### src/rtl/uart_pkg.sv
// Shared definitions for the parameterised UART receiver.
//   state_t   : receiver FSM states
//   PAR_*     : parity mode encodings for the PARITY parameter
//   calc_div  : clocks per 1/16-bit tick, rounded to nearest
package uart_pkg;

   typedef enum logic [2:0] {
      ST_IDLE,
      ST_START,
      ST_DATA,
      ST_PARITY,
      ST_STOP
   } state_t;

   localparam int PAR_NONE = 0;
   localparam int PAR_ODD  = 1;
   localparam int PAR_EVEN = 2;

   // round(clk_hz / (baud * 16)) using integer arithmetic
   function automatic int calc_div(input int clk_hz, input int baud);
      return (clk_hz + baud * 8) / (baud * 16);
   endfunction

endpackage

### src/rtl/uart_baud_tick.sv
// Oversampling tick generator: one-cycle tick every DIV clocks.
//   clk     : system clock
//   rst     : asynchronous active-high reset
//   restart : realigns the divider so the next tick comes DIV clocks later
//   tick    : one-cycle pulse at the 16x bit rate
module uart_baud_tick #(
   parameter int DIV = 10
) (
   input  logic clk,
   input  logic rst,
   input  logic restart,
   output logic tick
);

   localparam int CW = (DIV > 1) ? $clog2(DIV) : 1;

   logic [CW-1:0] cnt;

   assign tick = (cnt == CW'(DIV - 1));

   always_ff @(posedge clk or posedge rst) begin
      if (rst) begin
         cnt <= '0;
      end else if (restart || tick) begin
         cnt <= '0;
      end else begin
         cnt <= cnt + CW'(1);
      end
   end

endmodule

### src/rtl/uart_rx_param.sv
// Parameterised UART receiver with 16x oversampling and majority voting.
//   clk, rst      : system clock, asynchronous active-high reset
//   rx            : asynchronous serial input (idle high)
//   data          : received payload, LSB first on the line
//   data_valid    : payload available, held until data_ready handshake
//   data_ready    : consumer accept
//   parity_err    : parity mismatch for the current payload
//   frame_err     : a stop bit was sampled low for the current payload
//   overrun       : sticky, a frame landed while data_valid was still high
//   overrun_clr   : clears overrun (a simultaneous new overrun wins)
module uart_rx_param
   import uart_pkg::*;
#(
   parameter int CLK_HZ    = 66_000_000,
   parameter int BAUD      = 9_600,
   parameter int DATA_BITS = 8,
   parameter int PARITY    = 0,
   parameter int STOP_BITS = 1
) (
   input  logic                 clk,
   input  logic                 rst,
   input  logic                 rx,
   output logic [DATA_BITS-1:0] data,
   output logic                 data_valid,
   input  logic                 data_ready,
   output logic                 parity_err,
   output logic                 frame_err,
   output logic                 overrun,
   input  logic                 overrun_clr
);

   localparam int DIV = calc_div(CLK_HZ, BAUD);

   if (DIV < 2) begin : g_bad_div
      $error("uart_rx_param: DIV must be at least 2");
   end
   if (DATA_BITS < 5 || DATA_BITS > 9) begin : g_bad_bits
      $error("uart_rx_param: DATA_BITS must be 5..9");
   end
   if (PARITY < 0 || PARITY > 2) begin : g_bad_par
      $error("uart_rx_param: PARITY must be 0, 1 or 2");
   end
   if (STOP_BITS != 1 && STOP_BITS != 2) begin : g_bad_stop
      $error("uart_rx_param: STOP_BITS must be 1 or 2");
   end

   localparam logic [3:0] LAST_BIT  = 4'(DATA_BITS - 1);
   localparam logic       LAST_STOP = 1'(STOP_BITS - 1);

   logic                 sync1;
   logic                 rx_s;
   logic                 rx_prev;
   logic                 fall;
   logic                 restart;
   logic                 tick;
   logic                 maj;
   state_t               state;
   logic [3:0]           sub;
   logic [3:0]           bit_cnt;
   logic                 stop_cnt;
   logic [DATA_BITS-1:0] shift;
   logic                 s7;
   logic                 s8;
   logic                 pbit;
   logic                 ferr_acc;
   logic                 done_p;

   function automatic logic parity_error(input logic [DATA_BITS-1:0] d,
                                         input logic                 p);
      logic calc;
      calc = (^d) ^ p;
      case (PARITY)
         PAR_ODD:  return ~calc;
         PAR_EVEN: return calc;
         default:  return 1'b0;
      endcase
   endfunction

   // rx_prev is a third stage used only for falling-edge detection
   always_ff @(posedge clk or posedge rst) begin
      if (rst) begin
         sync1   <= 1'b1;
         rx_s    <= 1'b1;
         rx_prev <= 1'b1;
      end else begin
         sync1   <= rx;
         rx_s    <= sync1;
         rx_prev <= rx_s;
      end
   end

   // A genuine 1->0 edge is required, so a line still low after a bad
   // stop bit cannot be mistaken for a new start.
   assign fall    = rx_prev & ~rx_s;
   assign restart = (state == ST_IDLE) && fall;
   assign maj     = (s7 & s8) | (s7 & rx_s) | (s8 & rx_s);

   uart_baud_tick #(
      .DIV(DIV)
   ) u_tick (
      .clk     (clk),
      .rst     (rst),
      .restart (restart),
      .tick    (tick)
   );

   always_ff @(posedge clk or posedge rst) begin
      if (rst) begin
         state      <= ST_IDLE;
         sub        <= '0;
         bit_cnt    <= '0;
         stop_cnt   <= 1'b0;
         shift      <= '0;
         s7         <= 1'b1;
         s8         <= 1'b1;
         pbit       <= 1'b0;
         ferr_acc   <= 1'b0;
         done_p     <= 1'b0;
         data       <= '0;
         data_valid <= 1'b0;
         parity_err <= 1'b0;
         frame_err  <= 1'b0;
         overrun    <= 1'b0;
      end else begin
         // Output handshake; a completing frame below overrides these.
         if (done_p) begin
            data_valid <= 1'b1;
            done_p     <= 1'b0;
         end else if (data_valid && data_ready) begin
            data_valid <= 1'b0;
         end
         if (overrun_clr) begin
            overrun <= 1'b0;
         end

         case (state)
            ST_IDLE: begin
               if (fall) begin
                  state    <= ST_START;
                  sub      <= '0;
                  stop_cnt <= 1'b0;
                  ferr_acc <= 1'b0;
               end
            end
            default: begin
               if (tick) begin
                  sub <= sub + 4'd1;
                  if (sub == 4'd7) s7 <= rx_s;
                  if (sub == 4'd8) s8 <= rx_s;
                  case (state)
                     ST_START: begin
                        if (sub == 4'd9 && maj) begin
                           state <= ST_IDLE;
                        end else if (sub == 4'd15) begin
                           state   <= ST_DATA;
                           bit_cnt <= '0;
                        end
                     end
                     ST_DATA: begin
                        if (sub == 4'd9) begin
                           shift <= {maj, shift[DATA_BITS-1:1]};
                        end
                        if (sub == 4'd15) begin
                           if (bit_cnt == LAST_BIT) begin
                              state <= (PARITY != PAR_NONE) ? ST_PARITY : ST_STOP;
                           end else begin
                              bit_cnt <= bit_cnt + 4'd1;
                           end
                        end
                     end
                     ST_PARITY: begin
                        if (sub == 4'd9) pbit <= maj;
                        if (sub == 4'd15) state <= ST_STOP;
                     end
                     ST_STOP: begin
                        if (sub == 4'd9) begin
                           if (stop_cnt == LAST_STOP) begin
                              // Frame complete: load results now, leave the
                              // stop bit early to catch a back-to-back start.
                              state      <= ST_IDLE;
                              data       <= shift;
                              parity_err <= parity_error(shift, pbit);
                              frame_err  <= ferr_acc | ~maj;
                              if (!data_valid) begin
                                 done_p <= 1'b1;
                              end else begin
                                 // Overwrite keeps valid high; without a
                                 // same-cycle accept the old payload was lost.
                                 data_valid <= 1'b1;
                                 if (!data_ready) overrun <= 1'b1;
                              end
                           end else begin
                              ferr_acc <= ferr_acc | ~maj;
                           end
                        end else if (sub == 4'd15) begin
                           stop_cnt <= 1'b1;
                        end
                     end
                     default: ;
                  endcase
               end
            end
         endcase
      end
   end

endmodule

### config.mk
export PLATFORM = sky130hd
export DESIGN_NAME = uart_rx_param
export DESIGN_NICKNAME = d
export VERILOG_FILES = /design/src/rtl/uart_pkg.sv /design/src/rtl/uart_baud_tick.sv /design/src/rtl/uart_rx_param.sv
export SDC_FILE = /design/constraint.sdc
export NUM_CORES = 1
export LEC_CHECK = 0
export BUFFER_PORTS_ARGS = -buffer_cell sky130_fd_sc_hd__buf_2
export CAP_MARGIN = 20
export CORE_ASPECT_RATIO = 0.8
export CORE_MARGIN = 2
export CORE_UTILIZATION = 59
export CTS_CLUSTER_DIAMETER = 150
export DETAILED_ROUTE_END_ITERATION = 8
export GPL_TIMING_DRIVEN = 0
export HOLD_SLACK_MARGIN = 0.08
export MAX_ROUTING_LAYER = met4
export PLACE_DENSITY = 0.75
export SETUP_SLACK_MARGIN = 0.2
export SLEW_MARGIN = 40
export SYNTH_ARGS = -nofsm -noshare
export SYNTH_HDL_FRONTEND = slang
export SYNTH_SLANG_ARGS = --single-unit
### constraint.sdc
create_clock -name clk -period 2.8 [get_ports clk]
set_clock_uncertainty 0.2 [all_clocks]
set_input_delay 0.56 -clock clk [delete_from_list [all_inputs] [get_ports clk]]
set_output_delay 0.56 -clock clk [all_outputs]
set_load 0.005 [all_outputs]
### Yosys cells after proc, flatten, opt, wreduce, memory -nomap -nowiden

Cells that the tools add are included.
W data, S select, Z words.

| word-level totals | value |
|---|---|
| bits in registers | 47 |
| bits in latches | 0 |
| bits in writable memories | 0 |
| memory bits (read-only) | 0 |
| input port bits | 5 |
| memories kept | 0 |

| operators by class | value |
|---|---|
| add/sub/neg operators | 3 |
| multiply operators | 0 |
| divide/modulo/power cells | 0 |
| $lt $le $gt $ge | 0 |
| eq/ne operators | 22 |
| shift operators | 0 |
| mux-type cells | 53 |
| bitwise gates (word level) | 11 |
| reductions and logical operators | 21 |

Operators by type and width:

| operator | number |
|---|---|
| $mux W1 | 33 |
| $mux W3 | 10 |
| $mux W4 | 7 |
| $ne A3 B3 Y1 const B | 5 |
| $reduce_and A5 Y1 | 3 |
| $eq A4 B4 Y1 const B | 3 |
| $ne A2 B2 Y1 const B | 6 |
| $pmux W3 S4 | 1 |
| $reduce_bool A2 Y1 | 6 |
| $add A9 B1 Y9 const B | 1 |
| $eq A9 B9 Y1 const B | 1 |
| $mux W9 | 1 |
| $reduce_and A9 Y1 | 1 |
| $add A4 B1 Y4 const B | 2 |
| $eq A4 B3 Y1 const B | 2 |
| $pmux W4 S2 | 1 |
| $reduce_and A7 Y1 | 1 |
| $eq A3 B2 Y1 const B | 2 |
| $reduce_and A3 Y1 | 2 |
| $reduce_bool A5 Y1 | 1 |
| $and A1 B1 Y1 | 4 |
| $ne A4 B4 Y1 const B | 1 |
| $not A1 Y1 | 4 |
| $reduce_and A4 Y1 | 1 |
| other kinds (7) | 11 |

### Longest topological paths before layout

Gate-level depths: netlist of the first run.

| logic depth | value |
|---|---|
| word-level depth | 10 |
| gate-level depth with buffers | 8 |

### By module

From an unflattened synthesis of the first run, not the netlist that was laid out.

| second synthesis, totals | value |
|---|---|
| cells, all modules | 193 |
| area total of the unflattened synthesis | 2274.7 um2 |

Modules (own cells, without submodules):

| module | times used | cells each | area each (um2) |
|---|---|---|---|
| uart_rx_param | 1 | 149 | 1824.2 |
| uart_baud_tick | 1 | 44 | 450.4 |

### Worst setup path after synthesis of the first run

OpenSTA, ideal clock, no wires.

| timing | value |
|---|---|
| path kind | register to register |
| start point | register u_tick.cnt[1] |
| end point | register data[0] |
| arrival | 1.619 ns |
| required time | 2.472 ns |
| setup slack | 0.854 ns |
| stages on the path, launching flop included | 8 |
| path buffers | 1 |
| period minus slack after synthesis | 1.946 ns |
| cells stage by stage | dfrtp_1 -> inv_1 -> ha_1 -> and4_1 -> nand4_2 -> nor3_2 -> buf_4 -> mux2_1 |

| between the ends | value |
|---|---|
| word-level cells in the longest chain between the ends | 2 |

RTL lines:

| item | RTL line | text |
|---|---|---|
| from (decl) | uart_baud_tick.sv:17 | `logic [CW-1:0] cnt;` |
| from (signal assigned) | uart_baud_tick.sv:27 | `cnt <= cnt + CW'(1);` |
| $eq A9 B9 Y1 | uart_baud_tick.sv:19 | `assign tick = (cnt == CW'(DIV - 1));` |
| $reduce_and A5 Y1 (no line) | - |  |
| to (signal assigned) | uart_rx_param.sv:181 | `data <= shift;` |
| to (decl) | uart_rx_param.sv:23 | `output logic [DATA_BITS-1:0] data,` |

No other way between the ends.
A chain may end at the register's enable or synchronous reset.

### Worst setup path in the final report of the first run

| timing | value |
|---|---|
| start point | register u_tick.cnt[1] |
| end point | register data[3] |

The elaborated chain is that of the path after synthesis.

==> metrics.txt, run 1 <==
unrepaired setup endpoints after global routing=false; fmax=0.4560 GHz; ANT cells=0; DP Area=0.002371 mm2; pin count of the biggest net entering global routing=32; layout cell share with drive strength beyond 1=25.23%; Clock power frac=35.0%; Critical Path Fanout Max=10; Tmin final=2193 ps; Layout Utilization=70.95%; commonest non-fill, non-tap cell in the layout=dfrtp_1; post-route cell area=0.002496 mm2; post-DR wirelength/cell=14.37 um; CP max stage delay=430 ps; Power Internal=1.064 mW; Core Region=0.003518 mm2; Synth Area in Simple Gates=17.86%; sequential power share=55.3%; clock slew at reported path FFs=90 ps; mux cell area share after synthesis=11.21%; Logic pwr share=9.7%; CP startpoint kind=register; die area=0.004274 mm2; clock tree buffer depth=2; syn avg cell area=11.75 um2; # rows=19; initial drt markers=54; Final Hold Violating Endpoints=0; TritonCTS clock tree=yes; Synth Cell Area=0.002221 mm2; PortBufs=15; initial antenna violation count=0; Clk Latency, worst-skew pair=300 ps; P_sw=0.3665 mW; num ports=17; post-route clock period utilization=78.32%; commonest cells after routing, fill and taps aside=42 x dfrtp_1, 20 x nor2_1, 18 x buf_2, 9 x mux2_1, 9 x nand2_1; Overflow after GRT=0; Synth async-reset ratio=100.0%; Compound-Gate Fraction of Synth Area=7.775%; xor-xnor portion of the synthesized cell area=3.155%; Nets=224; final setup TNS=0 ps; CTS H-tree lvls=2; worst-path cell chain=inv_1 > ha_1 > and4_1 > nand4_2 > nor3_2 > buf_4 > mux2_1; Syn. warnings=0; Area Growth Syn to Fin=12.39%; DRT Pass-1 Iters=4; max_cap viols=0; Synth Area in Adders=3.380%; final setup violation count=0; Mapped Cells=189; family with the most delay on the worst path=simple AND/OR/NAND/NOR gates; vias per cell=5.609; drt total wl=3.678 mm; vias in the first global route=1367; Sw Share=25.62%; WS Path Type=reg -> reg; CTS Buf Count=5; Worst Path Arrival=2180 ps; peak supply drop=314.5 uV; Post-CTS Resized=0; Detailed Place HPWL=2.620 mm; CP Capture Type=register; synth unique cells=49; Post-synth EDFFs=0; syn nets=200; min-delay worst type=in -> reg; starting density of the core=63.12%; gpl congestion=0.9211; Leakage=1.257 nW; first-pass GRT wire length=6.265 mm; Pwr Density=573.1 mW/mm2; Tot Pwr=1.431 mW; outcome=complete, no violations; CP max-delay cell=dfrtp_1; worst slack, placed=589.4 ps; DRC errors left=0; Final WS setup=607.1 ps; flop and latch count out of synthesis=47; Buf/Inv on CP=2; gr usage total=20.04%; CTS root buffer=clkbuf_8; sequential element share of the synthesized area=53.24%; Final ANT Viol Nets=0; top_reg_cell synth=dfrtp_1; total number of vias=1436; main combinational cell family by area after synthesis=simple AND/OR/NAND/NOR gates; Final Max Tran Viols=0; Sink Count=47; die width=72.60 um; data required time of the critical path=2790 ps; Die Height=58.88 um
==> power by group through the flow <==
| stage | Sequential (mW) | Clock, mW | Combinational (mW) |
|---|---|---|---|
| after floorplan | 0.785 | 0 | 0.111 |
| after global placement | 0.798 | 0 | 0.126 |
| after detailed placement | 0.801 | 0 | 0.140 |
| after CTS | 0.789 | 0.514 | 0.142 |
| after global routing | 0.799 | 0.544 | 0.162 |
| final | 0.790 | 0.501 | 0.139 |
==> cell families (layout without fill, tap and decap cells) <==
kind of cell | count (synthesis) | count (layout)
adder cells (fa/ha/maj) | 6 | 6
buffers and inverters | 14 | 39
other | 1 | 1
XOR/XNOR | 8 | 8
flip-flops | 47 | 47
AO/OA/AOI/OAI | 27 | 27
AND/OR/NAND/NOR | 66 | 66
multiplexers | 20 | 20
==> final cells by class <==
type	count	area, um2
clock inverters	3	46.29
repair buffers	17	105.1
fillers	255	1022
inverters	8	32.53
plain buffers	6	41.29
well taps	42	52.55
flip-flops and latches	47	1182
clock buffers	5	68.82
multi-input cells	128	967.2
==> layer usage <==
metal	global-route usage (%)	part of all wire, %
met1	28.47	52
met2	28.05	43
met5	-	0
met3	5.308	4.0
met4	6.878	1.4
==> repair_timing <==
| item | CTS | global route |
|---|---|---|
| hold buffers | 1 | 0 |
| endpoints found under the hold margin | 16 | 0 |
| buffers inserted | 0 | 0 |
| setup endpoints to repair | 0 | 0 |
==> final timing paths <==
kind | startpoint | end | slack [ps] | depth (start not counted)
max | u_tick.cnt[1]$_DFF_PP0_ | data[3]$_DFFE_PP0P_ | 610 | 7
min | rx | sync1$_DFF_PP1_ | 160 | 1
max reg2reg | u_tick.cnt[1]$_DFF_PP0_ | data[3]$_DFFE_PP0P_ | 610 | 7
min reg2reg | sync1$_DFF_PP1_ | rx_s$_DFF_PP1_ | 170 | 0
max in group asynchronous | rst | sync1$_DFF_PP1_ | 1380 | 4
min in group asynchronous | rst | data[6]$_DFFE_PP0P_ | 520 | 3
==> metrics by stage <==
step                      cells  hold WS, ps
after floorplan             189        145.2
after global placement      246        150.4
after detailed placement    247        150.2
after CTS                   256        153.1
after global routing        256        147.3
final                       256        156.1
==> Yosys cell counts, types with 2 or more instances <==
cell type | count | area, um2
a21oi_1 | 5 | 25.02
and2_1 | 2 | 12.51
dfstp_2 | 5 | 131.4
buf_4 | 2 | 15.01
mux2_2 | 2 | 22.52
ha_1 | 6 | 75.07
buf_2 | 3 | 15.01
nor3_2 | 2 | 20.02
xnor2_1 | 2 | 17.52
inv_1 | 8 | 30.03
nand4b_1 | 2 | 17.52
mux2_1 | 9 | 101.4
nor2b_1 | 2 | 12.51
o21ai_0 | 8 | 40.04
nor2_1 | 20 | 75.07
nand3_1 | 7 | 35.03
mux2i_1 | 2 | 20.02
mux2_4 | 7 | 105.1
a21o_1 | 2 | 15.01
nor4_1 | 2 | 12.51
nand4_1 | 2 | 12.51
o21a_1 | 2 | 15.01
dfrtp_1 | 42 | 1051
xor2_1 | 6 | 52.55
o21ai_1 | 2 | 10.01
a31oi_1 | 2 | 12.51
nand3b_1 | 3 | 22.52
nand2_1 | 9 | 33.78
nand2b_1 | 3 | 18.77
==> flip-flops by register name, summed over array words and instances (netlist names), 3 cells and up <==
register,cells
u_tick.cnt,9
state,3
shift,8
sub,4
bit_cnt,4
data,8
No activity file was read; power rests on OpenSTA's default activity.
==> run 2: changes to the inputs <==
Clock period 2.8 ns to 2.3 ns, I/O delays scaled along.
==> run 2 against run 1 <==
Net effect:
- hold slack got worse by 25 ps
- non-clock buffer count increased by 4
- count of clock-buffer cells in the layout unchanged
- utilization increased by 2.3 points
- sequential power increased by 21%
- critical path depth decreased by 1
- register-to-register slack got worse by 350 ps
- clock power increased by 22%
- critical endpoint is now shift[1]$_DFFE_PP0P_
- highest routed layer unchanged
==> metrics.txt, run 2 (synthesized netlist as in run 1, its figures left out) <==
commonest cells after routing, fill and taps aside=41 x dfrtp_1, 19 x nor2_1, 18 x buf_2, 9 x mux2_1, 9 x nand2_1; fin cells=260 (+1.6%); CTS root buffer=clkbuf_8; unrepaired setup endpoints after global routing=true; clock tree buffer depth=2 (unchanged); Final ANT Viol Nets=0 (unchanged); fmax=0.4892 GHz (+7.3%); CP max stage delay=450 ps (+20 ps); post-DR wirelength/cell=15.09 um (+5.0%); drt total wl=3.923 mm (+6.7%); Leakage=1.265 nW (+0.62%); Sink Count=47 (unchanged); Critical Path Fanout Max=10 (unchanged); Overflow after GRT=0 (unchanged); Buf/Inv on CP=1 (-1); Largest register FFs=9 (unchanged); Final Max Tran Viols=0 (unchanged); Layout Utilization=73.22% (+2.3 points); Worst path depth=6 (-1); gpl congestion=0.9211 (unchanged); Area Growth Syn to Fin=16.00%; DRC errors left=0 (unchanged); CTS Buf Count=5 (unchanged); CTS H-tree lvls=2 (unchanged); Tmin final=2044 ps (-148.8 ps); Pwr Density=686.1 mW/mm2 (+20%); die area=0.004274 mm2 (unchanged); final setup violation count=0 (unchanged); WHS Path Cells=2 (+1); final setup TNS=0 ps (unchanged); PortBufs=15 (unchanged); Worst Path Arrival=2040 ps (-140 ps); vias per cell=5.627 (+0.31%); first-pass GRT wire length=6.492 mm (+3.6%); # rows=19 (unchanged); initial drt markers=66 (+22%); starting density of the core=63.12% (unchanged); pin count of the biggest net entering global routing=32 (unchanged); total number of vias=1463 (+1.9%); Biggest register=u_tick.cnt; commonest non-fill, non-tap cell in the layout=dfrtp_1; CP startpoint=u_tick.cnt[0]$_DFF_PP0_; WS Path Type=reg -> reg; die width=72.60 um (unchanged); Die Height=58.88 um (unchanged); post-route clock period utilization=88.87% (+11 points); data required time of the critical path=2290 ps (-500 ps); vias in the first global route=1409 (+3.1%); min-delay worst type=in -> reg; DRT Pass-1 Iters=4 (unchanged); Core Region=0.003518 mm2 (unchanged); outcome=complete, no violations; post-route cell area=0.002576 mm2 (+3.2%); worst r2r path cells=6 (-1); CP max-delay cell=dfrtp_2; flop-to-flop setup slack=260 ps (-350 ps); gr usage total=20.84% (+0.80 points); Reg-to-Reg Start=u_tick.cnt[0]$_DFF_PP0_; family with the most delay on the worst path=simple AND/OR/NAND/NOR gates; CP Capture Type=register; peak supply drop=387.9 uV (+23%); worst-path cell chain=ha_1 > and4_2 > and3b_2 > buf_6 > nand2_8 > mux2_4; Nets=228 (+1.8%); max_cap viols=0 (unchanged); Post-Place Cells=247 (unchanged); TritonCTS clock tree=yes; layout cell share with drive strength beyond 1=27.98% (+2.7 points); r2r endpoint=shift[1]$_DFFE_PP0P_; Final Hold Violating Endpoints=0 (unchanged); ANT cells=0 (unchanged); clock slew at reported path FFs=90 ps (about the same); num ports=17 (unchanged); CP endpoint=shift[1]$_DFFE_PP0P_; initial antenna violation count=0 (unchanged); largest registers=u_tick.cnt: 9 flops, data: 8 flops, shift: 8 flops; Detailed Place HPWL=2.620 mm (unchanged); CP startpoint kind=register; Clk Latency, worst-skew pair=310 ps (about the same); DP Area=0.002371 mm2 (unchanged)
run 2: cell types whose count changed in the layout (fill, tap and decap cells not counted), sizes merged:
cell	before	now
dlygate4sd3	1	2
buf	22	25
run 2: repair_timing:
action / in CTS / in global routing
setup endpoints to repair: 7 / 23
buffers inserted: 3 / 0
endpoints found under the hold margin: 17 / 0
gates cloned: 0 / 0
pin swaps: 1 / 2
hold buffers: 2 / 0
gates resized for setup: 4 / 5
run 2: per-stage QoR:
step	setup WS, ps	total power, mW	hold slack (ps)
after floorplan	353.9	1.092	145.2
after global placement	29.69	1.124	150.4
after detailed placement	89.36	1.145	150.2
after CTS	209.0	1.774	133.0
after global routing	174.8	1.858	142.8
final	255.9	1.768	131.1
run 2: cell type report:
class	instances	area [um2]
sequential	47	1184
multi-input combinational	128	1010
fill	248	942.2
timing repair buffer	21	137.6
clock buffer	5	68.82
tap	42	52.55
clock inverter	3	46.29
buffer	6	45.04
inverter	8	32.53
run 2: routing by layer:
metal	up-vias	track usage (%)	wire, um
met4	0	7.407	92
li1	722	-	-
met3	10	5.308	181
met2	31	30.26	1749
met5	-	-	0
met1	700	28.70	1900
run 2: report_power, final:
part / internal, mW / total [mW] / switching (mW) / leakage [nW]
combinational: 0.0919 / 0.195 / 0.104 / 0.586
sequential: 0.891 / 0.959 / 0.0683 / 0.624
clock: 0.327 / 0.613 / 0.286 / 0.0548
total: 1.31 / 1.77 / 0.458 / 1.26
run 2: worst min-delay path by stage:
| stage | startpoint | endpoint |
|---|---|---|
| 3_3_place_gp | sync1$_DFF_PP1_ | rx_s$_DFF_PP1_ |
| 3_5_place_dp | sync1$_DFF_PP1_ | rx_s$_DFF_PP1_ |
| 6_report | overrun_clr | overrun$_DFF_PP0_ |
| 5_1_grt | overrun_clr | overrun$_DFF_PP0_ |
| 2_1_floorplan | sync1$_DFF_PP1_ | rx_s$_DFF_PP1_ |
| 4_1_cts | overrun_clr | overrun$_DFF_PP0_ |
